## config.mk

```make
export PLATFORM = sky130hd
export DESIGN_NAME = gte_mvmva_seq
export DESIGN_NICKNAME = d
export VERILOG_FILES = /design/src/rtl/gte_mvmva_seq.sv
export SDC_FILE = /design/constraint.sdc
export NUM_CORES = 1
export LEC_CHECK = 0
export CORE_MARGIN = 4
export CORE_UTILIZATION = 54
export DETAILED_ROUTE_END_ITERATION = 10
export GPL_ROUTABILITY_DRIVEN = 0
export GPL_TIMING_DRIVEN = 0
export PLACE_DENSITY = 0.83
export SLEW_MARGIN = 30
export SYNTH_ARGS = -nofsm -noshare
export SYNTH_HDL_FRONTEND = slang
export SYNTH_SLANG_ARGS = --single-unit
```

## constraint.sdc

```tcl
create_clock -name i_clk -period 5.1 [get_ports i_clk]
set_input_delay 0.765 -clock i_clk [delete_from_list [all_inputs] [get_ports i_clk]]
set_output_delay 0.765 -clock i_clk [all_outputs]
set_load 0.02 [all_outputs]
```

## src/rtl/gte_mvmva_seq.sv

```systemverilog
// MVMVA micro-sequencer: steps the GTE select path one product per cycle and
// accumulates each matrix row into MAC1..MAC3. Optional macro: GTE_SEQ_FARBUG_EN.
module gte_mvmva_seq #(
  parameter int ACC_W  = 44,
  parameter int PROD_W = 35
) (
  input  logic              i_clk,
  input  logic              i_rst,
  input  logic              i_start,
  input  logic              i_sf,
  input  logic [1:0]        i_mx,
  input  logic [1:0]        i_v,
  input  logic [1:0]        i_cv,
  output logic              o_busy,
  output logic              o_done,
  output logic              o_isMVMVA,
  output logic [1:0]        o_mx,
  output logic [1:0]        o_vec,
  output logic [3:0]        o_selLeft,
  output logic [3:0]        o_selRight,
  output logic [1:0]        o_row,
  output logic [1:0]        o_comp,
  output logic [1:0]        o_trSel,
  input  logic [31:0]       i_tr,
  input  logic [PROD_W-1:0] i_product,
  output logic              o_macWr,
  output logic [1:0]        o_macIdx,
  output logic [31:0]       o_macVal,
  output logic [2:0]        o_ovfPos,
  output logic [2:0]        o_ovfNeg
);

  localparam int EXT_W = ACC_W + 1;

  typedef enum logic [2:0] {IDLE, INIT, M0, M1, M2, WB, DONE} state_t;

  state_t             state_reg, state_next;
  logic [1:0]         row_reg, row_next;
  logic               sf_reg, sf_next;
  logic [1:0]         mx_reg, mx_next;
  logic [1:0]         v_reg, v_next;
  logic [1:0]         cv_reg, cv_next;
  logic [ACC_W-1:0]   acc_reg, acc_next;
  logic [2:0]         ovf_pos_reg, ovf_pos_next;
  logic [2:0]         ovf_neg_reg, ovf_neg_next;

  logic               busy_reg, busy_next;
  logic               done_reg, done_next;
  logic               is_mvmva_reg, is_mvmva_next;
  logic [3:0]         sel_left_reg, sel_left_next;
  logic [3:0]         sel_right_reg, sel_right_next;
  logic [1:0]         comp_reg, comp_next;
  logic               mac_wr_reg, mac_wr_next;
  logic [1:0]         mac_idx_reg, mac_idx_next;
  logic [31:0]        mac_val_reg, mac_val_next;

  logic [EXT_W-1:0]   tr_ext, acc_ext, prod_ext, sum_ext;
  logic               chk_en, clr_flags, pos_evt, neg_evt;
  logic [2:0]         pos_set, neg_set;

  assign tr_ext   = {{(EXT_W-32){i_tr[31]}}, i_tr} << 12;
  assign acc_ext  = {acc_reg[ACC_W-1], acc_reg};
  assign prod_ext = {{(EXT_W-PROD_W){i_product[PROD_W-1]}}, i_product};

  always_comb begin
    state_next = state_reg;
    row_next   = row_reg;
    sf_next    = sf_reg;
    mx_next    = mx_reg;
    v_next     = v_reg;
    cv_next    = cv_reg;
    acc_next   = acc_reg;
    sum_ext    = acc_ext + prod_ext;
    chk_en     = 1'b0;
    clr_flags  = 1'b0;

    case (state_reg)
      IDLE: begin
        if (i_start) begin
          sf_next    = i_sf;
          mx_next    = i_mx;
          v_next     = i_v;
          cv_next    = i_cv;
          clr_flags  = 1'b1;
          row_next   = 2'd0;
          state_next = INIT;
        end
      end
      INIT: begin
        sum_ext    = (cv_reg == 2'd3) ? '0 : tr_ext;
        chk_en     = 1'b1;
        acc_next   = sum_ext[ACC_W-1:0];
        state_next = M0;
      end
      M0: begin
        chk_en     = 1'b1;
        acc_next   = sum_ext[ACC_W-1:0];
        state_next = M1;
      end
      M1: begin
        chk_en     = 1'b1;
        acc_next   = sum_ext[ACC_W-1:0];
        state_next = M2;
      end
      M2: begin
        chk_en     = 1'b1;
        acc_next   = sum_ext[ACC_W-1:0];
`ifdef GTE_SEQ_FARBUG_EN
        // Far-colour quirk: the last product overwrites the row instead of adding.
        if (cv_reg == 2'd2) begin
          chk_en   = 1'b0;
          acc_next = prod_ext[ACC_W-1:0];
        end
`endif
        state_next = WB;
      end
      WB: begin
        if (row_reg == 2'd2) begin
          state_next = DONE;
        end else begin
          row_next   = row_reg + 2'd1;
          state_next = INIT;
        end
      end
      DONE:    state_next = IDLE;
      default: state_next = IDLE;
    endcase

    pos_evt = chk_en && (sum_ext[EXT_W-1:EXT_W-2] == 2'b01);
    neg_evt = chk_en && (sum_ext[EXT_W-1:EXT_W-2] == 2'b10);

    // Output registers are loaded from the state being entered.
    busy_next      = (state_next != IDLE);
    done_next      = (state_next == DONE);
    is_mvmva_next  = 1'b0;
    sel_left_next  = 4'd7;
    sel_right_next = 4'd4;
    comp_next      = 2'd0;
    mac_wr_next    = 1'b0;
    mac_idx_next   = mac_idx_reg;
    mac_val_next   = mac_val_reg;
    case (state_next)
      M0, M1, M2: begin
        is_mvmva_next  = 1'b1;
        sel_right_next = 4'd0;
        comp_next      = (state_next == M0) ? 2'd0 : (state_next == M1) ? 2'd1 : 2'd2;
        sel_left_next  = {2'b00, comp_next};
      end
      WB: begin
        mac_wr_next  = 1'b1;
        mac_idx_next = row_next;
        mac_val_next = sf_next ? acc_next[12 +: 32] : acc_next[31:0];
      end
      default: ;
    endcase
  end

  generate
    for (genvar gi = 0; gi < 3; gi++) begin : g_flags
      assign pos_set[gi]      = pos_evt && (row_reg == 2'(gi));
      assign neg_set[gi]      = neg_evt && (row_reg == 2'(gi));
      assign ovf_pos_next[gi] = clr_flags ? 1'b0 : (ovf_pos_reg[gi] | pos_set[gi]);
      assign ovf_neg_next[gi] = clr_flags ? 1'b0 : (ovf_neg_reg[gi] | neg_set[gi]);
    end
  endgenerate

  always_ff @(posedge i_clk or posedge i_rst) begin
    if (i_rst) begin
      state_reg     <= IDLE;
      row_reg       <= 2'd0;
      sf_reg        <= 1'b0;
      mx_reg        <= 2'd0;
      v_reg         <= 2'd0;
      cv_reg        <= 2'd0;
      acc_reg       <= '0;
      ovf_pos_reg   <= 3'd0;
      ovf_neg_reg   <= 3'd0;
      busy_reg      <= 1'b0;
      done_reg      <= 1'b0;
      is_mvmva_reg  <= 1'b0;
      sel_left_reg  <= 4'd7;
      sel_right_reg <= 4'd4;
      comp_reg      <= 2'd0;
      mac_wr_reg    <= 1'b0;
      mac_idx_reg   <= 2'd0;
      mac_val_reg   <= 32'd0;
    end else begin
      state_reg     <= state_next;
      row_reg       <= row_next;
      sf_reg        <= sf_next;
      mx_reg        <= mx_next;
      v_reg         <= v_next;
      cv_reg        <= cv_next;
      acc_reg       <= acc_next;
      ovf_pos_reg   <= ovf_pos_next;
      ovf_neg_reg   <= ovf_neg_next;
      busy_reg      <= busy_next;
      done_reg      <= done_next;
      is_mvmva_reg  <= is_mvmva_next;
      sel_left_reg  <= sel_left_next;
      sel_right_reg <= sel_right_next;
      comp_reg      <= comp_next;
      mac_wr_reg    <= mac_wr_next;
      mac_idx_reg   <= mac_idx_next;
      mac_val_reg   <= mac_val_next;
    end
  end

  assign o_busy     = busy_reg;
  assign o_done     = done_reg;
  assign o_isMVMVA  = is_mvmva_reg;
  assign o_mx       = mx_reg;
  assign o_vec      = v_reg;
  assign o_selLeft  = sel_left_reg;
  assign o_selRight = sel_right_reg;
  assign o_row      = row_reg;
  assign o_comp     = comp_reg;
  assign o_trSel    = cv_reg;
  assign o_macWr    = mac_wr_reg;
  assign o_macIdx   = mac_idx_reg;
  assign o_macVal   = mac_val_reg;
  assign o_ovfPos   = ovf_pos_reg;
  assign o_ovfNeg   = ovf_neg_reg;

endmodule
```

==> impl_metrics.ini <==
[status]
status = finished, final reports clean

[clocking]
cts-resized-gates = 0
clk-insertion-delay-late_ns = 0.35
post_cts_buffers = 0
cts-root-buf = clkbuf_16
clock-sinks = 105
clockBufferDepth = 2
h-tree-depth = 3
clk_pin_slew_ns = 0.07
cts_hold_buf = 0
cts_buffers = 9
cts_tree = yes

[logic_synthesis]
ys_warn_count = 0
ys_seq_elements = 105
async_flop_share_pct = 100
synth_edf_count = 0
synth_cells = 816
seq_area_frac_synth_pct = 37.1
syn_area_per_cell_um2 = 8.68
synth_ff_type = dfrtp_1
syn_area_um2 = 7080
synth_cell_types = 66

[worst_setup_path]
cp-start-kind = input port
cp.arrival_ns = 4.52
cp_cell_sequence = clkdlybuf4s50_1, ha_1, inv_1, fa_1, and2b_1, o2111ai_1, a21oi_2, a211oi_4, a211oi_4, a2111oi_0, nor3_1, and2_1, a221o_1
cp.depth = 13
max_stage_delay_ns = 0.76
critPathMostFrequentCell = a211oi_4
critical-path-slowest-cell = nor3_1
worstPathRequired_ns = 5.40
critPathKind = input port to flip-flop
critPathBufInv = 2
reg2reg_depth = 9
cpLargestDelayFamily = compound AO/OA/AOI/OAI gates
crit_fanout = 9
crit_path_end_kind = flip-flop

[route]
routed_wl_mm = 23.5
drc_errors = 0
wire_per_inst_um = 20.6
antenna_left = 0
drt_iter0_drc = 961
dr.pass1.iters = 6
viasPerCell = 6.32
dr_total_vias = 7207

[power_and_ir_drop]
p_per_area_nw_per_um2 = 762
total_power_mw = 6.85
p_leak_nw = 3.99
ir_drop_uv = 469

[timing]
fin_crit_sh_pct = 82.9
rsz0062_at_grt = no
tightest_slew_ns = 0.880
finClkSkew_ns = 0.00785
hold_violations = 0
slew_headroom_pct = 40.9
clock.fmax_ghz = 0.236
setup_viol = 0
final-max-slew-violation-count = 0
fin_crit_ns = 4.23
setup_tns_ns = 0

[global_route]
grt_pass1_wl_mm = 36.0
grt_usage_pct = 31.2
antenna_found_initial = 0
first_global_vias = 6765
gr-total-overflow = 0
grt_max_degree = 70

[die]
ios = 139
dieWidth_um = 123
std_cell_rows = 41
core_area_um2 = 12700
die_y_um = 123
dieArea_um2 = 15000
start_util_pct = 55.7

[final_layout]
nFillCells = 1057
layout_common_cells = clkdlybuf4s50_1 (134), dfrtp_1 (102), nand2_1 (100)
largest_reg_flops = 44
nets = 1091
layout_commonest_cell = clkdlybuf4s50_1
drive_gt1_share_pct = 4.95
area_delta_synth_final_pct = 26.8
insertedDiodeCount = 0

[place]
hpwl_mm = 17.7
portBuffers = 134

[job]
cap_violations = 0

[hold_path]
hold_class = flip-flop to flip-flop
min_path_cells = 2
-- routing by layer --
layer | up-vias | global-route usage, % | routed length [um]
met5 | - | 0 | 0
met4 | 0 | 13.8 | 1070
met3 | 77 | 7.14 | 2500
met2 | 443 | 47.3 | 10300
met1 | 3391 | 42.8 | 9630
li1 | 3296 | - | -
-- power breakdown --
group	total, mW	switching (mW)	internal [mW]
clock	0.712	0.327	0.385
sequential	1.51	0.261	1.25
combinational	4.62	2.91	1.72
-- worst min-delay path, stage by stage (launching register included) --
cell	delay (ns)
dfrtp_1	0.34
nand2_1	0.05
nand2_1	0.05
-- Yosys cell counts (7+ instances only) --
| cell type | count | area [um^2] |
|---|---|---|
| dfrtp_1 | 102 | 2550 |
| nand2_1 | 100 | 375 |
| a21oi_1 | 67 | 335 |
| o21ai_0 | 64 | 320 |
| nor2_1 | 56 | 210 |
| ha_1 | 48 | 601 |
| clkbuf_1 | 29 | 109 |
| a21o_1 | 28 | 210 |
| inv_1 | 28 | 105 |
| nand3_1 | 21 | 105 |
| xnor2_1 | 19 | 166 |
| a22oi_1 | 18 | 135 |
| nor3_1 | 14 | 70.1 |
| xor2_1 | 14 | 123 |
| nand2b_1 | 13 | 81.3 |
| nand4_1 | 13 | 81.3 |
| and3_1 | 11 | 68.8 |
| a31oi_1 | 10 | 62.6 |
| mux2i_1 | 9 | 90.1 |
| a22o_1 | 8 | 70.1 |
| a222oi_1 | 7 | 70.1 |
| buf_2 | 7 | 35.0 |
-- cell families (layout without fill, tap and decap cells) --
family          after synthesis  after routing  synth area share, %
simple gates                262            262                 17.4
mux                           9              9                 1.27
compound gates              283            283                 27.0
other cells                   1              4               0.0529
xor+xnor                     33             33                 4.08
fa+ha+maj                    49             49                 8.76
buf+inv                      74            224                 4.34
flops                       105            105                 37.1
-- worst paths after layout --
| check | to | slack [ns] | from |
|---|---|---|---|
| max | o_macVal[24] | 0.87 | i_product[0] |
| min | o_vec[1] | 0.48 | o_vec[1] |
| max reg2reg | o_macVal[20] | 1.29 | state_reg[1] |
| min reg2reg | o_vec[1] | 0.48 | o_vec[1] |
| max in group asynchronous | o_selLeft[1] | 3.65 | i_rst |
| min in group asynchronous | acc_reg[1] | 0.77 | i_rst |
-- stage by stage --
step / area [um^2] / worst slack [ns] / util, % / std cells / hold slack (ns)
2_1_floorplan: 7100 / 1.58 / - / 819 / 0.466
3_3_place_gp: 8650 / 0.0439 / 68.0 / 1125 / 0.459
3_5_place_dp: 8690 / 0.616 / 68.3 / 1126 / 0.462
4_1_cts: 8980 / 0.966 / 70.6 / 1141 / 0.479
5_1_grt: 8980 / 0.725 / 70.6 / 1141 / 0.515
6_report: 8980 / 0.871 / 70.6 / 1141 / 0.475
-- final cells by class --
| cell class | instances | area [um^2] | area share, % |
|---|---|---|---|
| inverter | 29 | 114 | 1.27 |
| clock buffer | 10 | 229 | 2.55 |
| sequential | 105 | 2630 | 29.3 |
| clock inverter | 5 | 63.8 | 0.710 |
| multi-input combinational | 640 | 4160 | 46.3 |
| tap | 172 | 215 | 2.40 |
| timing repair buffer | 135 | 1370 | 15.2 |
| buffer | 45 | 199 | 2.21 |
No activity file was read; power rests on OpenSTA's default activity.
